===== config.mk =====
export PLATFORM = sky130hd
export DESIGN_NAME = regfile_mp
export DESIGN_NICKNAME = d
export VERILOG_FILES = /design/src/rtl/regfile_pkg.sv /design/src/rtl/regfile_rdport.sv /design/src/rtl/regfile_mp.sv
export SDC_FILE = /design/constraint.sdc
export NUM_CORES = 2
export LEC_CHECK = 0
export ABC_CLOCK_PERIOD_IN_PS = 13800
export CAP_MARGIN = 30
export CORE_UTILIZATION = 55
export DETAILED_ROUTE_END_ITERATION = 10
export HOLD_SLACK_MARGIN = 0.06
export PLACE_DENSITY = 0.72
export SLEW_MARGIN = 20
export SYNTH_ARGS = -nofsm -noshare
export SYNTH_HDL_FRONTEND = slang
export SYNTH_SLANG_ARGS = --single-unit

===== constraint.sdc =====
create_clock -name clk -period 13.8 [get_ports clk]
set_input_delay 2.07 -clock clk [delete_from_list [all_inputs] [get_ports clk]]
set_output_delay 2.07 -clock clk [all_outputs]
set_load 0.03 [all_outputs]

===== src/rtl/regfile_pkg.sv =====
// ---------------------------------------------------------------------------
// regfile_pkg
// Shared defaults for the multi-port register file and a helper that sizes
// the pending-register counter.
//   DEF_DATA_W : default register width in bits
//   DEF_ADDR_W : default address width (2**DEF_ADDR_W registers)
//   DEF_NRD    : default number of combinational read ports
//   cnt_width  : bits needed to count 0 .. 2**addr_w pending registers
// ---------------------------------------------------------------------------
package regfile_pkg;

    localparam int DEF_DATA_W = 32;
    localparam int DEF_ADDR_W = 5;
    localparam int DEF_NRD    = 2;

    // A full count of 2**addr_w needs one bit more than the address.
    function automatic int cnt_width(input int addr_w);
        return addr_w + 1;
    endfunction

endpackage


===== src/rtl/regfile_rdport.sv =====
// ---------------------------------------------------------------------------
// regfile_rdport
// One combinational read port of the register file.
//   addr                 : register being read
//   regs, pending        : registered contents and pending bits of all entries
//   wa_*, wb_*           : the two write ports, used for write-through bypass
//   iss_en, iss_addr     : issue port, keeps a re-issued register busy
//   data                 : read data (bypassed, zero-register masked)
//   busy                 : pending flag of the addressed register
// ---------------------------------------------------------------------------
module regfile_rdport
    import regfile_pkg::*;
#(
    parameter int DATA_W   = DEF_DATA_W,
    parameter int ADDR_W   = DEF_ADDR_W,
    parameter int ZERO_REG = 1
)(
    input  logic [ADDR_W-1:0] addr,
    input  logic [DATA_W-1:0] regs [2**ADDR_W],
    input  logic [2**ADDR_W-1:0] pending,
    input  logic              wa_en,
    input  logic [ADDR_W-1:0] wa_addr,
    input  logic [DATA_W-1:0] wa_data,
    input  logic              wb_en,
    input  logic [ADDR_W-1:0] wb_addr,
    input  logic [DATA_W-1:0] wb_data,
    input  logic              iss_en,
    input  logic [ADDR_W-1:0] iss_addr,
    output logic [DATA_W-1:0] data,
    output logic              busy
);

    logic hit_a;
    logic hit_b;
    logic hit_iss;
    logic is_zero;

    assign hit_a   = wa_en  && (wa_addr  == addr);
    assign hit_b   = wb_en  && (wb_addr  == addr);
    assign hit_iss = iss_en && (iss_addr == addr);
    assign is_zero = (ZERO_REG != 0) && (addr == '0);

    // Port B is checked last so it wins a same-address conflict, matching
    // the value that will actually be stored at the edge.
    always_comb begin
        data = regs[addr];
        if (hit_a) begin
            data = wa_data;
        end
        if (hit_b) begin
            data = wb_data;
        end
        if (is_zero) begin
            data = '0;
        end
    end

    // A write landing this cycle retires the producer early, unless a new
    // issue to the same register is replacing it in the same cycle.
    always_comb begin
        busy = pending[addr];
        if ((hit_a || hit_b) && !hit_iss) begin
            busy = 1'b0;
        end
        if (is_zero) begin
            busy = 1'b0;
        end
    end

endmodule


===== src/rtl/regfile_mp.sv =====
// ---------------------------------------------------------------------------
// regfile_mp
// Multi-port register file with per-register pending (scoreboard) bits.
//   clk, rst           : clock, asynchronous active-low reset
//   rd_addr / rd_data  : NRD packed combinational read ports
//   rd_busy            : pending flag of each read port's register
//   wa_*, wb_*         : two write ports, B wins on address conflict
//   iss_en, iss_addr   : marks a register pending at the next edge
//   busy_cnt           : number of registers currently pending
// ---------------------------------------------------------------------------
module regfile_mp
    import regfile_pkg::*;
#(
    parameter int DATA_W   = DEF_DATA_W,
    parameter int ADDR_W   = DEF_ADDR_W,
    parameter int NRD      = DEF_NRD,
    parameter int ZERO_REG = 1
)(
    input  logic                     clk,
    input  logic                     rst,
    input  logic [NRD*ADDR_W-1:0]    rd_addr,
    output logic [NRD*DATA_W-1:0]    rd_data,
    output logic [NRD-1:0]           rd_busy,
    input  logic                     wa_en,
    input  logic [ADDR_W-1:0]        wa_addr,
    input  logic [DATA_W-1:0]        wa_data,
    input  logic                     wb_en,
    input  logic [ADDR_W-1:0]        wb_addr,
    input  logic [DATA_W-1:0]        wb_data,
    input  logic                     iss_en,
    input  logic [ADDR_W-1:0]        iss_addr,
    output logic [cnt_width(ADDR_W)-1:0] busy_cnt
);

    localparam int NREG  = 2**ADDR_W;
    localparam int CNT_W = cnt_width(ADDR_W);

    logic [DATA_W-1:0] regs [NREG];
    logic [NREG-1:0]   pending;
    logic [NREG-1:0]   pend_next;
    logic [CNT_W-1:0]  cnt_next;

    logic wa_ok;
    logic wb_ok;
    logic iss_ok;

    // With a hardwired zero register, anything aimed at address 0 is dropped
    // before it reaches the storage or the pending vector.
    assign wa_ok  = wa_en  && !((ZERO_REG != 0) && (wa_addr  == '0));
    assign wb_ok  = wb_en  && !((ZERO_REG != 0) && (wb_addr  == '0));
    assign iss_ok = iss_en && !((ZERO_REG != 0) && (iss_addr == '0));

    // Register storage; port B is assigned last so it wins a conflict.
    always_ff @(posedge clk or negedge rst) begin
        if (!rst) begin
            for (int i = 0; i < NREG; i++) begin
                regs[i] <= '0;
            end
        end else begin
            if (wa_ok) begin
                regs[wa_addr] <= wa_data;
            end
            if (wb_ok) begin
                regs[wb_addr] <= wb_data;
            end
        end
    end

    // Writes retire producers, then the issue is applied so a new producer
    // on the same register keeps it pending.
    always_comb begin
        pend_next = pending;
        if (wa_ok) begin
            pend_next[wa_addr] = 1'b0;
        end
        if (wb_ok) begin
            pend_next[wb_addr] = 1'b0;
        end
        if (iss_ok) begin
            pend_next[iss_addr] = 1'b1;
        end
    end

    // Population count of the next pending vector, registered alongside it
    // so busy_cnt always matches the registered pending bits.
    always_comb begin
        cnt_next = '0;
        for (int i = 0; i < NREG; i++) begin
            cnt_next = cnt_next + CNT_W'(pend_next[i]);
        end
    end

    // Pending vector and its count share one asynchronously reset register.
    always_ff @(posedge clk or negedge rst) begin
        if (!rst) begin
            pending  <= '0;
            busy_cnt <= '0;
        end else begin
            pending  <= pend_next;
            busy_cnt <= cnt_next;
        end
    end

    for (genvar k = 0; k < NRD; k++) begin : g_rd
        regfile_rdport #(
            .DATA_W   (DATA_W),
            .ADDR_W   (ADDR_W),
            .ZERO_REG (ZERO_REG)
        ) u_rdport (
            .addr     (rd_addr[k*ADDR_W +: ADDR_W]),
            .regs     (regs),
            .pending  (pending),
            .wa_en    (wa_en),
            .wa_addr  (wa_addr),
            .wa_data  (wa_data),
            .wb_en    (wb_en),
            .wb_addr  (wb_addr),
            .wb_data  (wb_data),
            .iss_en   (iss_en),
            .iss_addr (iss_addr),
            .data     (rd_data[k*DATA_W +: DATA_W]),
            .busy     (rd_busy[k])
        );
    end

endmodule

* After elaboration in Yosys (flattened, before gate mapping)
Index checks and enable logic that the tools add are counted.
** Cells by class
- Add/sub/neg operators :: 31
- Order comparisons :: 14
- Equality and inequality tests :: 6
- Muxes and demuxes :: 37
- Bitwise logic cells :: 9
- Reduce and logical (&&, ||, !) cells :: 28
** Operators with widths (number)
- 1024-bit bitwise mux :: 2
- 1024-bit two-way mux :: 2
- 32-bit two-way mux :: 15
- 32-bit binary-select mux with 5-bit select :: 2
- 32-bit demux with 5-bit select :: 2
- 6-bit by 1-bit adder with 6-bit output :: 26
- 32-bit AND :: 2
- 32-bit inverter :: 2
- 32-bit OR :: 1
- 5-bit == test :: 6
- 5-bit by 6-bit < comparator with 1-bit output, second input constant :: 5
- 5-bit zero test :: 5
- 6-bit >= comparator, second input constant :: 4
- 5-bit inverter with 6-bit output :: 4
- 1-bit logical AND :: 16
- 1-bit demux with 5-bit select :: 3
- 5-bit by 1-bit >= comparator with 1-bit output, second input constant :: 3
- 6-bit by 1-bit < comparator with 1-bit output, second input constant :: 2
- 1-bit binary-select mux with 5-bit select :: 2
- 1-bit two-way mux :: 9
- 5-bit by 1-bit adder with 6-bit output :: 1
- 4-bit by 1-bit adder with 5-bit output :: 1
- 1-bit zero test :: 5
- 3-bit by 1-bit adder with 4-bit output :: 1
- 3 further kinds :: 4
** Storage, ports and cells
- Flip-flop bits (word level) :: 1062
- Output and inout bits :: 72
- Word-level logic and storage cells :: 159

* Depth between registers and ports, before layout
- Word-level depth :: 42
- Gate-level depth with buffers :: 24
- Gate-level depth less buffers :: 22

* By module
Synthesis repeated with hierarchy kept, for this count alone.
** Second synthesis, totals
- Cells, all modules :: 7427
- Area, all modules :: 68433.1 um^2
** Modules (own cells, without submodules)
- regfile_mp :: instances 1, cells an instance 5667, area an instance 49612.6 um^2, seq. area each 26575.5 um^2
- regfile_rdport :: instances 2, cells an instance 880, area an instance 9410.3 um^2, seq. area each 0.0 um^2

* Worst setup path before layout
OpenSTA, ideal clock, no wires.
- Path kind :: input to register
- Start point :: input wa_addr[3]
- End point :: register busy_cnt[4]
- Setup time :: 0.123 ns
- Data arrival time :: 7.657 ns
- Required time :: 13.677 ns
- Slack :: 6.020 ns
- Cell stages on the path :: 23
- Path buffers :: 2
- Path through :: buf_2 > or3b_2 > nor2_1 > nand2_1 > clkbuf_1 > a32o_1 > fa_1 > inv_1 > fa_1 > inv_1 > fa_1 > inv_1 > fa_1 > inv_1 > fa_1 > fa_1 > ha_1 > inv_1 > fa_1 > inv_1 > a21o_1 > a21oi_1 > xnor2_1
** Between the ends
- Elaborated cells between the ends (all ways) :: 46
** RTL lines
- start: declaration :: line regfile_mp.sv:25 : input logic [ADDR_W-1:0] wa_addr,
- 5-bit by 6-bit < comparator with 1-bit output (not written as such) or 5-bit by 1-bit >= comparator with 1-bit output (tied branches) :: line regfile_mp.sv:74 : pend_next[wa_addr] = 1'b0;
- 1-bit logical AND (not written as such) :: line regfile_mp.sv:74
- 1-bit two-way mux (not written as such) :: line regfile_mp.sv:74
- 1-bit demux with 5-bit select :: line regfile_mp.sv:74
- 32-bit inverter (no source line)
- 32-bit AND (no source line)
- 32-bit two-way mux * :: line regfile_mp.sv:73 : if (wa_ok) begin
- 32-bit AND (no source line)
- 32-bit two-way mux * :: line regfile_mp.sv:76 : if (wb_ok) begin
- 32-bit OR (no source line)
- 32-bit two-way mux * :: line regfile_mp.sv:79 : if (iss_ok) begin
- named net pend_next[5] :: line regfile_mp.sv:40 : logic [NREG-1:0] pend_next;
- 5-bit by 1-bit adder with 6-bit output * :: line regfile_mp.sv:89 : cnt_next = cnt_next + CNT_W'(pend_next[i]);
- 6-bit by 1-bit adder with 6-bit output * (26 in series) :: line regfile_mp.sv:89
- named net cnt_next[4] :: line regfile_mp.sv:41 : logic [CNT_W-1:0] cnt_next;
- end signal: assignment :: line regfile_mp.sv:100 : busy_cnt <= cnt_next;
- end: declaration :: line regfile_mp.sv:32 : output logic [cnt_width(ADDR_W)-1:0] busy_cnt
Mark *: on every way through the listed nets, which the timed path passes. The rest lies on a longest branch.

* Final worst setup path
- Start point :: input rd_addr[4]
- End point :: output rd_data[31]
** Between the ends
- Longest elaborated chain between the ends :: 7
- Elaborated cells between the ends (all ways) :: 12
** RTL lines
- start: declaration :: line regfile_mp.sv:21 : input logic [NRD*ADDR_W-1:0] rd_addr,
- 5-bit inverter with 6-bit output (not written as such) :: line regfile_rdport.sv:46 : data = regs[addr];
- 32-bit binary-select mux with 5-bit select :: line regfile_rdport.sv:46
- 32-bit two-way mux (not written as such) (2 in series) :: line regfile_rdport.sv:46
- 32-bit two-way mux :: line regfile_rdport.sv:47 : if (hit_a) begin
- 32-bit two-way mux :: line regfile_rdport.sv:50 : if (hit_b) begin
- 32-bit two-way mux * :: line regfile_rdport.sv:53 : if (is_zero) begin
- end: declaration :: line regfile_mp.sv:22 : output logic [NRD*DATA_W-1:0] rd_data,
Every way passes the cells marked *; elsewhere a longest branch is shown, timed or not. The select of a mux whose other input is x is not followed.

==> impl_metrics.json <==
{
  "status": "finished, final reports clean",
  "hold_end": "regs[1012]",
  "cts.sink_count": 1062,
  "leakage_nw": 31.7,
  "grt_remaining_overflow": 0,
  "max_slew_margin": 0.148,
  "r2r_setup_slack_ps": 8530,
  "critPathArrivalTime_ps": 7320,
  "slowest_stage": "a211oi_1",
  "post-route-period-util": 0.681,
  "fin_setup_tns_ps": 0,
  "synth-seq-cells": 1062,
  "vias_per_cell": 7.43,
  "r2r-start": "pending[27]",
  "critPathKind": "primary input to output pin",
  "portBuffers": 165,
  "cp-start-kind": "primary input",
  "groute.usage.overall": 0.467,
  "firstDrtPassIters": 9,
  "area_growth_pct": 10.4,
  "crit_fanout": 25,
  "wl_per_cell_um": 36.6,
  "hold_violations": 0,
  "fp.dieH_um": 352,
  "first_global_vias": 57300,
  "grt_pass1_wl_mm": 418,
  "synthArstFlopShare": 1.00,
  "cp.required_ps": 11730,
  "tightest_slew_ps": 1270,
  "die_area_um2": 124000,
  "core_area_um2": 122000,
  "fmax_ghz": 0.106,
  "final_cells": 8040,
  "synth_top_area_share": 0.393,
  "h-tree-depth": 3,
  "rsz0062_at_grt": "false",
  "grt_max_degree": 178,
  "holdPathStages": 0,
  "ctsResizeCount": 0,
  "vdd_ir_drop_max_uv": 261,
  "cts_tree": "yes",
  "pwr_density_cell_nw_per_um2": 158,
  "synth_flop_cell": "dfrtp_1",
  "antenna_found_initial": 16,
  "post_dp_cell_area_um2": 69900,
  "fin_crit_ps": 9390,
  "n_fill_cell": 9714,
  "clockRootBuffer": "clkbuf_16",
  "drc_errors": 0,
  "cts_buffers": 116,
  "syn_inst": 6640,
  "end_kind": "output pin",
  "synth_top_area_cell": "dfrtp_1",
  "clk_latency_ps": 750,
  "dp_cells": 7784,
  "place.gp.congestion": 1.04,
  "dpl.hpwl_mm": 167,
  "synth_nets": 6765,
  "slew_viol_final": 0,
  "synthTopCellsByArea": "dfrtp_1, mux2i_1, mux4_2",
  "clkTransAtPathRegs_ps": 60,
  "cts_max_path_buffers": 3,
  "cts_hold_buf": 0,
  "cts_setup_buffers": 0,
  "num_io_pins": 166,
  "synth-edff-count": 0,
  "cp_cell_sequence": "clkdlybuf4s50_1 -> buf_4 -> xor2_1 -> nor4_1 -> nand3_2 -> buf_16 -> nand2b_1 -> buf_4 -> o221ai_1 -> a211oi_1 -> clkdlybuf4s50_1",
  "drv_cap": 0,
  "fin_worst_skew_ps": 32.9,
  "totalWireLength_mm": 294,
  "cpPeakStageDelay_ps": 1060,
  "ys.warnings.count": 0,
  "hp-start": "regs[1012]",
  "die_w_um": 352,
  "avgSynthCellArea_um2": 10.2,
  "ant_nets": 0,
  "nets": 6422,
  "r2r_cells": 19,
  "syn-cell-area_um2": 67500,
  "num_rows": 128,
  "setup_viol": 0,
  "reg2reg_to": "busy_cnt[4]",
  "min_path_type": "flop to flop",
  "drt_iter0_drc": 10400,
  "synth_seq_area_share": 0.393,
  "start_util": 0.554,
  "vias": 59700,
  "drive_gt1_frac": 0.160,
  "yosysUniqueCellTypes": 62,
  "stdcell_area_um2": 74600
}
-- cell type report --
type                    count  area [µm²]  area share
clock buffers             166        3370      0.0452
flip-flops and latches   1062       26600       0.356
well taps                1625        2030      0.0273
repair buffers            391        3940      0.0528
inverters                  53         199     0.00267
clock inverters            55         830      0.0111
multi-input cells        4673       37600       0.504
diodes                     15        37.5    0.000503
-- registers in the layout (all words and copies together), names as in the netlist --
register,flops
busy_cnt,6
pending,32
regs,1024
-- power breakdown --
group          internal [mW]  total, mW  switching, mW
clock                   2.04       3.48           1.44
sequential              3.93       4.58          0.652
combinational           1.81       3.75           1.94
-- through the flow --
stage / power, mW / hold slack, ps / util / setup slack [ps]
final: 11.8 / 400 / 0.612 / 4410
after global routing: 12.3 / 416 / 0.612 / 4540
after CTS: 11.7 / 401 / 0.608 / 4400
after detailed placement: 8.23 / 386 / 0.573 / 4390
after global placement: 8.11 / 378 / 0.571 / 4450
after floorplan: 7.06 / 441 / - / 6020
-- cell usage after synthesis, types with 13 or more instances --
cell / instances
inv_1: 53
a31oi_1: 40
o221ai_1: 33
or3_1: 28
nand3_1: 13
o22ai_1: 100
mux4_2: 418
nor2_1: 607
mux2_2: 67
a32oi_1: 49
nor2b_1: 28
o21ai_0: 576
mux2i_1: 1008
nand2_1: 731
buf_2: 142
a2111oi_0: 27
a221oi_1: 83
a22o_1: 31
dfrtp_1: 1062
clkbuf_1: 563
and2_1: 26
a22oi_1: 163
a21oi_1: 396
nor3_1: 18
a32o_1: 20
fa_1: 24
buf_4: 69
a211oi_1: 38
o32ai_1: 30
xor2_1: 24
buf_1: 59
-- worst max-delay path by stage --
stage	start	to	slack (ps)	cells after the start
final	rd_addr[4]	rd_data[31]	4410	11
after global routing	rd_addr[4]	rd_data[31]	4540	11
after CTS	rd_addr[4]	rd_data[31]	4400	10
after detailed placement	rd_addr[4]	rd_data[31]	4390	10
after global placement	rd_addr[4]	rd_data[31]	4450	10
after floorplan	wa_addr[3]	busy_cnt[4]	6020	23
-- layout by cell type (no fill, tap or decap), types with 24 or more instances in the layout --
cell type and instances:
a221oi_1 83, fa_1 24, mux4_2 418, buf_4 190
a211oi_1 38, clkbuf_16 117, nor2_1 573, dfrtp_1 1062
mux2i_1 1008, a22oi_1 163, clkbuf_8 26, inv_1 53
mux2_2 67, a31oi_1 40, o32ai_1 30, nor2_4 30
o22ai_1 100, nor2b_1 24, a2111oi_0 26, a22o_1 31
or3_1 27, o21ai_0 576, nand2_1 700, xor2_1 24
a32oi_1 49, a21oi_1 396, clkdlybuf4s50_1 154, o221ai_1 33
-- metal layers --
metal	GRT usage	wire [µm]	vias to the layer above
met1	0.570	97400	28900
li1	-	-	23600
met5	0.00692	189	-
met3	0.224	49500	1720
met2	0.631	118000	5487
met4	0.363	29100	12
-- cell families after synthesis --
kind of cell,after synthesis,share of synthesized area
and+or+nand+nor,1503,0.0898
xor gates and xnor gates,33,0.00428
muxes,1493,0.300
DFF,1062,0.393
adders and majority gates,31,0.00841
AOI/OAI and AO/OA,1613,0.146
buffers and inverters,905,0.0579
-- critical path, delay by kind of cell --
kind            cells  cell delay [ps]
xor+xnor            1              150
compound gates      2             1260
simple gates        3             1270
buf+inv             5             2550
Note: power is estimated with default switching activity, not from simulation.
